$ cat src/rtl/sram_rec_ctrl_if.sv
// sram_rec_ctrl_if
//   Bundles every non-clock, non-reset signal of sram_rec_ctrl.
//   slave  : controller side (sram_rec_ctrl).
//   master : environment side (audio front end, playback consumer, SRAM codec).
//
// Ports carried:
//   start_rec/start_play/stop  control pulses into the controller
//   in_sample/in_valid         record stream (strobe, no back-pressure)
//   out_req                    playback request level, sampled in PLAY_WAIT
//   out_sample/out_valid       playback result, out_valid pulses once per read
//   sram_on/read/write/addr/dataW/dataR  codec access signals
//   rec_len/busy/full/overrun/done       status
//   dbg_state                  current FSM state encoding
//
// Handshake semantics: in_valid is a strobe qualifying in_sample for exactly
// the cycle it is high; there is no ready -- a strobe that arrives while the
// controller is writing is dropped and flagged through overrun. out_req is
// acted upon only on edges where the controller sits in PLAY_WAIT; each
// accepted request yields exactly one out_valid pulse unless the read is
// abandoned by stop in its first cycle.
interface sram_rec_ctrl_if #(
    parameter int ADDR_W = 18,
    parameter int DATA_W = 16
);
    logic              start_rec;
    logic              start_play;
    logic              stop;
    logic [DATA_W-1:0] in_sample;
    logic              in_valid;
    logic              out_req;
    logic [DATA_W-1:0] out_sample;
    logic              out_valid;
    logic              sram_on;
    logic              sram_read;
    logic              sram_write;
    logic [ADDR_W-1:0] sram_addr;
    logic [DATA_W-1:0] sram_dataW;
    logic [DATA_W-1:0] sram_dataR;
    logic [ADDR_W:0]   rec_len;
    logic              busy;
    logic              full;
    logic              overrun;
    logic              done;
    logic [2:0]        dbg_state;

    modport slave (
        input  start_rec, start_play, stop, in_sample, in_valid, out_req, sram_dataR,
        output out_sample, out_valid, sram_on, sram_read, sram_write, sram_addr,
               sram_dataW, rec_len, busy, full, overrun, done, dbg_state
    );

    modport master (
        output start_rec, start_play, stop, in_sample, in_valid, out_req, sram_dataR,
        input  out_sample, out_valid, sram_on, sram_read, sram_write, sram_addr,
               sram_dataW, rec_len, busy, full, overrun, done, dbg_state
    );
endinterface

$ cat src/rtl/sram_rec_ctrl.sv
// sram_rec_ctrl
//   Sequences record samples into single-cycle SRAM writes and playback
//   requests into two-cycle SRAM reads. Owns the record pointer, playback
//   pointer and recorded length.
//
// Ports:
//   clk  rising-edge clock
//   rst  asynchronous active-high reset
//   bus  sram_rec_ctrl_if.slave (control, sample streams, codec, status)
//
// Every output is a flop; strobes for an access are computed from the next
// state so they are high exactly while the FSM sits in the access state.
module sram_rec_ctrl #(
    parameter int ADDR_W = 18,
    parameter int DATA_W = 16
) (
    input logic           clk,
    input logic           rst,
    sram_rec_ctrl_if.slave bus
);

    typedef enum logic [2:0] {
        IDLE      = 3'd0,
        REC_WAIT  = 3'd1,
        REC_WR    = 3'd2,
        PLAY_WAIT = 3'd3,
        PLAY_RD1  = 3'd4,
        PLAY_RD2  = 3'd5
    } state_t;

    // One past the last word address: the record pointer reaching this means full.
    localparam logic [ADDR_W:0] CAPACITY = {1'b1, {ADDR_W{1'b0}}};

    state_t            state_q, state_d;
    logic [ADDR_W:0]   wr_ptr_q, wr_ptr_d;
    logic [ADDR_W:0]   rd_ptr_q, rd_ptr_d;
    logic [ADDR_W:0]   rec_len_q, rec_len_d;
    logic [ADDR_W-1:0] sram_addr_q, sram_addr_d;
    logic [DATA_W-1:0] sram_dataW_q, sram_dataW_d;
    logic [DATA_W-1:0] out_sample_q, out_sample_d;
    logic              out_valid_q, out_valid_d;
    logic              done_q, done_d;
    logic              full_q, full_d;
    logic              overrun_q, overrun_d;
    logic              busy_q, busy_d;
    logic              sram_read_q, sram_read_d;
    logic              sram_write_q, sram_write_d;
    logic [ADDR_W:0]   wr_ptr_inc;

    assign wr_ptr_inc = wr_ptr_q + 1'b1;

    always_comb begin
        state_d      = state_q;
        wr_ptr_d     = wr_ptr_q;
        rd_ptr_d     = rd_ptr_q;
        rec_len_d    = rec_len_q;
        sram_addr_d  = sram_addr_q;
        sram_dataW_d = sram_dataW_q;
        out_sample_d = out_sample_q;
        out_valid_d  = 1'b0;
        done_d       = 1'b0;
        full_d       = full_q;
        overrun_d    = overrun_q;

        case (state_q)
            IDLE: begin
                if (bus.start_rec) begin
                    wr_ptr_d  = '0;
                    full_d    = 1'b0;
                    overrun_d = 1'b0;
                    state_d   = REC_WAIT;
                end else if (bus.start_play) begin
                    rd_ptr_d = '0;
                    state_d  = PLAY_WAIT;
                end
            end
            REC_WAIT: begin
                if (bus.stop) begin
                    state_d = IDLE;
                end else if (bus.in_valid) begin
                    // Address and data are set up here so they are stable
                    // for the whole write cycle.
                    sram_dataW_d = bus.in_sample;
                    sram_addr_d  = wr_ptr_q[ADDR_W-1:0];
                    state_d      = REC_WR;
                end
            end
            REC_WR: begin
                // The write always completes, even if stop arrives now.
                wr_ptr_d  = wr_ptr_inc;
                rec_len_d = wr_ptr_inc;
                if (bus.in_valid) begin
                    overrun_d = 1'b1;
                end
                if (wr_ptr_inc == CAPACITY) begin
                    full_d  = 1'b1;
                    done_d  = 1'b1;
                    state_d = IDLE;
                end else if (bus.stop) begin
                    state_d = IDLE;
                end else begin
                    state_d = REC_WAIT;
                end
            end
            PLAY_WAIT: begin
                if (bus.stop) begin
                    state_d = IDLE;
                end else if (rd_ptr_q == rec_len_q) begin
                    done_d  = 1'b1;
                    state_d = IDLE;
                end else if (bus.out_req) begin
                    sram_addr_d = rd_ptr_q[ADDR_W-1:0];
                    state_d     = PLAY_RD1;
                end
            end
            PLAY_RD1: begin
                // Abandoning here leaves out_sample and rd_ptr untouched.
                state_d = bus.stop ? IDLE : PLAY_RD2;
            end
            PLAY_RD2: begin
                out_sample_d = bus.sram_dataR;
                out_valid_d  = 1'b1;
                rd_ptr_d     = rd_ptr_q + 1'b1;
                state_d      = bus.stop ? IDLE : PLAY_WAIT;
            end
            default: begin
                state_d = IDLE;
            end
        endcase

        busy_d       = (state_d != IDLE);
        sram_write_d = (state_d == REC_WR);
        sram_read_d  = (state_d == PLAY_RD1) || (state_d == PLAY_RD2);
    end

    always_ff @(posedge clk or posedge rst) begin
        if (rst) begin
            state_q      <= IDLE;
            wr_ptr_q     <= '0;
            rd_ptr_q     <= '0;
            rec_len_q    <= '0;
            sram_addr_q  <= '0;
            sram_dataW_q <= '0;
            out_sample_q <= '0;
            out_valid_q  <= 1'b0;
            done_q       <= 1'b0;
            full_q       <= 1'b0;
            overrun_q    <= 1'b0;
            busy_q       <= 1'b0;
            sram_read_q  <= 1'b0;
            sram_write_q <= 1'b0;
        end else begin
            state_q      <= state_d;
            wr_ptr_q     <= wr_ptr_d;
            rd_ptr_q     <= rd_ptr_d;
            rec_len_q    <= rec_len_d;
            sram_addr_q  <= sram_addr_d;
            sram_dataW_q <= sram_dataW_d;
            out_sample_q <= out_sample_d;
            out_valid_q  <= out_valid_d;
            done_q       <= done_d;
            full_q       <= full_d;
            overrun_q    <= overrun_d;
            busy_q       <= busy_d;
            sram_read_q  <= sram_read_d;
            sram_write_q <= sram_write_d;
        end
    end

    assign bus.out_sample = out_sample_q;
    assign bus.out_valid  = out_valid_q;
    assign bus.sram_on    = busy_q;
    assign bus.sram_read  = sram_read_q;
    assign bus.sram_write = sram_write_q;
    assign bus.sram_addr  = sram_addr_q;
    assign bus.sram_dataW = sram_dataW_q;
    assign bus.rec_len    = rec_len_q;
    assign bus.busy       = busy_q;
    assign bus.full       = full_q;
    assign bus.overrun    = overrun_q;
    assign bus.done       = done_q;
    assign bus.dbg_state  = state_q;

endmodule

$ cat src/flat_wrapper.sv
// flat-port wrapper written by rule: the top's interface ports become plain ports
module sram_rec_ctrl_flat 
#(
    parameter int ADDR_W = 18,
    parameter int DATA_W = 16
)
  (clk, rst, bus_start_rec, bus_start_play, bus_stop, bus_in_sample, bus_in_valid, bus_out_req, bus_sram_dataR, bus_out_sample, bus_out_valid, bus_sram_on, bus_sram_read, bus_sram_write, bus_sram_addr, bus_sram_dataW, bus_rec_len, bus_busy, bus_full, bus_overrun, bus_done, bus_dbg_state);
  sram_rec_ctrl_if #(.ADDR_W(ADDR_W), .DATA_W(DATA_W)) bus_i ();
  input logic clk;
  input logic rst;
  input wire logic [$bits(bus_i.start_rec)-1:0] bus_start_rec;
  input wire logic [$bits(bus_i.start_play)-1:0] bus_start_play;
  input wire logic [$bits(bus_i.stop)-1:0] bus_stop;
  input wire logic [$bits(bus_i.in_sample)-1:0] bus_in_sample;
  input wire logic [$bits(bus_i.in_valid)-1:0] bus_in_valid;
  input wire logic [$bits(bus_i.out_req)-1:0] bus_out_req;
  input wire logic [$bits(bus_i.sram_dataR)-1:0] bus_sram_dataR;
  output wire logic [$bits(bus_i.out_sample)-1:0] bus_out_sample;
  output wire logic [$bits(bus_i.out_valid)-1:0] bus_out_valid;
  output wire logic [$bits(bus_i.sram_on)-1:0] bus_sram_on;
  output wire logic [$bits(bus_i.sram_read)-1:0] bus_sram_read;
  output wire logic [$bits(bus_i.sram_write)-1:0] bus_sram_write;
  output wire logic [$bits(bus_i.sram_addr)-1:0] bus_sram_addr;
  output wire logic [$bits(bus_i.sram_dataW)-1:0] bus_sram_dataW;
  output wire logic [$bits(bus_i.rec_len)-1:0] bus_rec_len;
  output wire logic [$bits(bus_i.busy)-1:0] bus_busy;
  output wire logic [$bits(bus_i.full)-1:0] bus_full;
  output wire logic [$bits(bus_i.overrun)-1:0] bus_overrun;
  output wire logic [$bits(bus_i.done)-1:0] bus_done;
  output wire logic [$bits(bus_i.dbg_state)-1:0] bus_dbg_state;
  assign bus_i.start_rec = bus_start_rec;
  assign bus_i.start_play = bus_start_play;
  assign bus_i.stop = bus_stop;
  assign bus_i.in_sample = bus_in_sample;
  assign bus_i.in_valid = bus_in_valid;
  assign bus_i.out_req = bus_out_req;
  assign bus_i.sram_dataR = bus_sram_dataR;
  assign bus_out_sample = bus_i.out_sample;
  assign bus_out_valid = bus_i.out_valid;
  assign bus_sram_on = bus_i.sram_on;
  assign bus_sram_read = bus_i.sram_read;
  assign bus_sram_write = bus_i.sram_write;
  assign bus_sram_addr = bus_i.sram_addr;
  assign bus_sram_dataW = bus_i.sram_dataW;
  assign bus_rec_len = bus_i.rec_len;
  assign bus_busy = bus_i.busy;
  assign bus_full = bus_i.full;
  assign bus_overrun = bus_i.overrun;
  assign bus_done = bus_i.done;
  assign bus_dbg_state = bus_i.dbg_state;
  sram_rec_ctrl #(.ADDR_W(ADDR_W), .DATA_W(DATA_W)) u_core (.clk(clk), .rst(rst), .bus(bus_i));
endmodule
$ cat config.mk
export PLATFORM = sky130hd
export DESIGN_NAME = sram_rec_ctrl_flat
export DESIGN_NICKNAME = d
export VERILOG_FILES = /design/src/rtl/sram_rec_ctrl_if.sv /design/src/rtl/sram_rec_ctrl.sv /design/src/flat_wrapper.sv
export SDC_FILE = /design/constraint.sdc
export NUM_CORES = 1
export LEC_CHECK = 0
export ABC_AREA = 1
export CAP_MARGIN = 10
export CORE_ASPECT_RATIO = 0.7
export CORE_MARGIN = 4
export CORE_UTILIZATION = 35
export DETAILED_ROUTE_END_ITERATION = 10
export PLACE_DENSITY = 0.57
export SYNTH_ARGS = -nofsm -noshare
export SYNTH_HDL_FRONTEND = slang
export SYNTH_SLANG_ARGS = --single-unit
$ cat constraint.sdc
create_clock -name clk -period 4.6 [get_ports clk]
set_input_delay 0.69 -clock clk [delete_from_list [all_inputs] [get_ports clk]]
set_output_delay 0.69 -clock clk [all_outputs]
set_load 0.02 [all_outputs]
Word-level counts from Yosys, hierarchy flattened
Index checks and enable logic that the tools add are counted.
{"block": "word_totals", "regBits": 117, "input_bits": 39, "word_cells": 82}
{"block": "op_classes", "add_sub_neg": 2, "n_eq_ne": 20, "muxes": 33, "bitwise_logic": 1, "n_reduce_logical": 12}
{"op": "18-bit two-way mux", "count": 5}
{"op": "19-bit case mux with 2 select lines", "count": 2}
{"op": "19-bit two-way mux", "count": 3}
{"op": "19-bit by 1-bit adder with 19-bit output, second input constant", "count": 2}
{"op": "18-bit case mux with 2 select lines", "count": 1}
{"op": "3-bit two-way mux", "count": 9}
{"op": "19-bit == test", "count": 1}
{"op": "19-bit == test, second input constant", "count": 1}
{"op": "2-bit inequality test, second input constant", "count": 9}
{"op": "3-bit case mux with 6 select lines", "count": 1}
{"op": "3-bit == test, second input constant", "count": 4}
{"op": "3-bit AND reduction", "count": 4}
{"op": "3-bit by 2-bit == test with 1-bit output, second input constant", "count": 3}
{"op": "1-bit two-way mux", "count": 8}
{"op": "1-bit case mux with 2 select lines", "count": 3}
{"op": "6-bit AND reduction", "count": 1}
{"op": "2-bit nonzero test", "count": 3}
{"op": "3-bit by 1-bit == test with 1-bit output, second input constant", "count": 1}
{"op": "3-bit logical NOT", "count": 1}
{"op": "3-bit nonzero test", "count": 1}
{"op": "2-bit two-way mux", "count": 1}
{"op": "2-bit by 1-bit inequality test with 1-bit output, second input constant", "count": 1}
{"op": "2-bit AND reduction", "count": 1}
{"op": "1-bit logical OR", "count": 1}
{"op": "1-bit inverter", "count": 1}

Logic depth before layout (Yosys ltp)
{"block": "logic_depth", "word_depth": 6, "ltp_mapped": 15, "depth_no_buf": 15}

Worst setup path before layout
Ideal clock, no wire load.
{"block": "synth_timing", "kind": "reg2reg", "startpoint": "register u_core.wr_ptr_q[1]", "endpoint": "register u_core.busy_q, in the netlist u_core.bus.busy", "arrival_time_ns": 1.613, "slack_ns": 2.856, "stages_incl_launch_ff": 14, "synth_period_minus_slack_ns": 1.744, "cell_sequence": "dfrtp_1 > ha_1 > nand2_1 > nor2_4 > nand2_2 > nor2_1 > xor2_1 > nand2_1 > nor2_1 > nand2_1 > nand2_1 > nand2_1 > nand2_1 > nand3_1"}
{"block": "synth_via", "elab_chain_cells": 5}
{"item": "start: declaration", "line": "sram_rec_ctrl.sv:35", "rtl": "logic [ADDR_W:0] wr_ptr_q, wr_ptr_d;"}
{"item": "start signal: assignment", "line": "sram_rec_ctrl.sv:154", "rtl": "wr_ptr_q <= wr_ptr_d;"}
{"item": "19-bit by 1-bit adder with 19-bit output", "line": "sram_rec_ctrl.sv:50", "rtl": "assign wr_ptr_inc = wr_ptr_q + 1'b1;"}
{"item": "19-bit == test", "line": "sram_rec_ctrl.sv:95", "rtl": "if (wr_ptr_inc == CAPACITY) begin"}
{"item": "3-bit two-way mux", "line": "sram_rec_ctrl.sv:95"}
{"item": "3-bit case mux with 6 select lines", "line": "sram_rec_ctrl.sv:65", "rtl": "case (state_q)"}
{"item": "3-bit nonzero test", "line": "sram_rec_ctrl.sv:131", "rtl": "busy_d = (state_d != IDLE);"}
{"item": "named net u_core.busy_d", "line": "sram_rec_ctrl.sv:45", "rtl": "logic busy_q, busy_d;"}
{"item": "end signal: assignment", "line": "sram_rec_ctrl.sv:164", "rtl": "busy_q <= busy_d;"}
{"item": "end: declaration", "line": "sram_rec_ctrl.sv:45"}
The timed path passes the listed nets, and every way through them passes these cells.
A chain may end at the register's enable or synchronous reset.

Final worst setup path
{"block": "layout_timing", "startpoint": "register u_core.state_q[1], in the netlist u_core.bus.dbg_state[1]", "endpoint": "register u_core.busy_q, in the netlist u_core.bus.busy"}
{"block": "layout_via", "elab_chain_cells": 5, "elab_cells_between_ends": 15, "classes_between": "5 x eq/ne; 8 x mux; 2 x reduce/logical"}
{"item": "start: declaration", "line": "sram_rec_ctrl.sv:34", "rtl": "state_t state_q, state_d;"}
{"item": "start signal: assignment", "line": "sram_rec_ctrl.sv:153", "rtl": "state_q <= state_d;"}
{"item": "3-bit two-way mux", "line": "sram_rec_ctrl.sv:111", "rtl": "end else if (bus.out_req) begin"}
{"item": "3-bit two-way mux", "line": "sram_rec_ctrl.sv:108", "rtl": "end else if (rd_ptr_q == rec_len_q) begin"}
{"item": "3-bit two-way mux", "line": "sram_rec_ctrl.sv:106", "rtl": "if (bus.stop) begin"}
{"item": "3-bit case mux with 6 select lines (*)", "line": "sram_rec_ctrl.sv:65"}
{"item": "named net u_core.state_d[1]", "line": "sram_rec_ctrl.sv:34"}
{"item": "3-bit nonzero test (*)", "line": "sram_rec_ctrl.sv:131"}
{"item": "named net u_core.busy_d", "line": "sram_rec_ctrl.sv:45"}
Mark *: on every way through the listed nets, which the timed path passes. The rest lies on a longest branch.

==> flow_summary.ini <==
[synth]
ys_ff_latch = 117
synth_edf_count = 0
synth_cell_types = 33
ys_seq_area_frac = 0.5081
yosys_warnings = 0
syn_nets = 770
syn_avg_cell_area_um2 = 7.915
yosys_most_used_dff = dfrtp_1
async_flop_share = 1.000
syn-cell-area_um2 = 5762
synthCells = 728

[final_layout]
post-route-cell-area_um2 = 7710
n_antenna_cell = 0
area_growth_pct = 33.81
drive_gt1_frac = 0.08362
nets = 890
layout_common_cells = nand2_1 (267), clkdlybuf4s50_1 (118), dfrtp_1 (117)
utilization = 0.4870
final_common_cell = nand2_1

[floorplan]
die_h_um = 115.4
ios = 119
core_area_um2 = 15830
initial_core_util = 0.3639
std_cell_rows = 38
die_area_um2 = 18610
die_x_um = 161.4

[sta]
finalClockSkew_ns = 0.006722
rsz0062_at_grt = false
whs_ns = 0.4667
fmax_ghz = 0.4036
fin_crit_sh = 0.5387
fin_crit_ns = 2.478
hold_viol_final = 0
tns_ns = 0
worst_pin_slew_ns = 0.7803
slew_headroom = 0.4781
maxSlewViolCount = 0
setup_viol = 0

[setup_path]
reg2reg_depth = 9
path_common_cell = nand2_1
required_ns = 4.95
end_kind = register
path_buf_inv = 2
cp_slowest_cell = clkinv_1
critPathKind = reg -> reg
critical_path_depth = 9
crit_arrival_ns = 2.82
cp_cell_sequence = inv_1, nand2_1, nor2_4, clkinv_1, nand2_1, nand2_1, nand2_1, nor2_1, nand3_1
critPathLaunchType = register
slowest_delay_ns = 0.70
path_delay_family = simple AND/OR/NAND/NOR gates
critPathMaxFanout = 21
regToRegSetupSlack_ns = 2.12

[power_and_ir_drop]
p_leak_nw = 3.682
power.density_nw_per_um2 = 574.9
peakVddDrop_mv = 0.2781

[clock_network]
cts_tree = built
root_buffer = clkbuf_16
cts.hold.buffers_added = 0
clock_latency_ns = 0.41
cts_resized = 0
cts.path.max_buffers = 2
cts_made_buffers = 17
clock_sink_count = 117
clk_pin_slew_ns = 0.06
htreeDepth = 4
cts_setup_buffers = 0

[route]
vias = 5109
ant_nets = 0
drc_errors = 0
wl_per_cell_um = 15.34
drt_iter0_drc = 430
first_pass_iters = 5
viasPerCell = 4.726
finalWirelength_um = 16580

[status]
status = finished clean

[hold_path]
hp-class = reg -> reg
min_path_cells = 2

[global_route]
overflow = 0
track_usage = 0.1843
grt_max_degree = 56
grt_pass1_wl_um = 27070
grt_pass1_vias = 5073
grt_antenna_before_repair = 0

[place]
post-dp-hpwl_um = 12110
placed_area_um2 = 7107
routabilityCongestion = 0.8839
portBuffers = 118

[job]
cap_violations = 0
[cell families after synthesis]
logic type      Yosys count  share of synthesized area
buf+inv                  88                    0.06862
compound gates           91                    0.08426
fa+ha+maj                 3                   0.006515
simple gates            407                     0.2990
flops                   117                     0.5081
xor+xnor                 22                    0.03344
[worst reg2reg max path: cells and delay by family, from the launching register on]
kind / cells / cell delay [ns]
AND/OR/NAND/NOR: 7 / 1.10
buffers and inverters: 2 / 0.88
flip-flops: 1 / 0.43
[flip-flops by register name, indices dropped and copies added, names as in the netlist, 3 cells and up]
| signal | flops |
|---|---|
| u_core.bus.sram_addr | 18 |
| u_core.bus.dbg_state | 3 |
| u_core.bus.out_sample | 16 |
| u_core.bus.rec_len | 19 |
| u_core.rd_ptr_q | 19 |
| u_core.wr_ptr_q | 19 |
| u_core.bus.sram_dataW | 16 |
[power by group]
group	internal (mW)	switching, mW	leakage (nW)
combinational	0.690	0.951	1.90
sequential	1.30	0.203	1.51
clock	0.804	0.485	0.273
total	2.79	1.64	3.68
[area by class of cell]
class | instances | area, um^2
clock buffers | 18 | 439.2
inverters | 65 | 246.5
repair buffers | 124 | 1246
well taps | 220 | 275.3
multi-input cells | 523 | 2439
clock inverters | 14 | 136.4
flip-flops and latches | 117 | 2928
fillers | 1536 | 8123
[path summary, 6_finish.rpt]
check,start,endpoint
max in group asynchronous,rst,u_core.bus.overrun$_DFFE_PP0P_
max,u_core.bus.dbg_state[1]$_DFF_PP0_,u_core.bus.busy$_DFF_PP0_
min reg2reg,u_core.bus.out_sample[13]$_DFFE_PP0P_,u_core.bus.out_sample[13]$_DFFE_PP0P_
min,u_core.bus.out_sample[13]$_DFFE_PP0P_,u_core.bus.out_sample[13]$_DFFE_PP0P_
min in group asynchronous,rst,u_core.rd_ptr_q[10]$_DFFE_PP0P_
max reg2reg,u_core.bus.dbg_state[1]$_DFF_PP0_,u_core.bus.busy$_DFF_PP0_
[cell usage after synthesis, types with 2 or more instances]
library cell / count / share of area
a21oi_1: 29 / 0.025
a31oi_1: 3 / 0.0033
buf_2: 4 / 0.0035
buf_4: 4 / 0.0052
buf_6: 6 / 0.012
clkbuf_1: 9 / 0.0059
clkinv_1: 2 / 0.0013
dfrtp_1: 117 / 0.51
ha_1: 3 / 0.0065
inv_1: 57 / 0.037
inv_2: 6 / 0.0039
nand2_1: 267 / 0.17
nand2_2: 5 / 0.0054
nand3_1: 29 / 0.025
nand4_1: 8 / 0.0087
nor2_1: 70 / 0.046
nor2_2: 6 / 0.0065
nor2_4: 6 / 0.012
nor3_1: 6 / 0.0052
nor3_2: 5 / 0.0087
o21a_1: 2 / 0.0026
o21ai_0: 51 / 0.044
o21ai_1: 2 / 0.0017
or2_2: 2 / 0.0022
xnor2_1: 4 / 0.0061
xor2_1: 18 / 0.027
[per-stage QoR]
step / setup slack [ns] / power [mW] / std cells
after floorplan: 0.8092 / 2.386 / 728
after global placement: 1.771 / 3.119 / 1048
after detailed placement: 1.657 / 3.152 / 1048
after CTS: 1.971 / 4.473 / 1080
after global routing: 1.837 / 4.712 / 1081
final: 2.122 / 4.433 / 1081
[layer usage]
metal | share of wire | up-vias | track usage | routed length (um)
met1 | 0.51 | 2404 | 0.2773 | 8479
li1 | - | 2532 | - | -
met5 | 0 | - | 0 | 0
met2 | 0.42 | 162 | 0.2638 | 6887
met3 | 0.062 | 11 | 0.04228 | 1036
met4 | 0.011 | 0 | 0.05625 | 175
(Power assumes the default switching activity.)
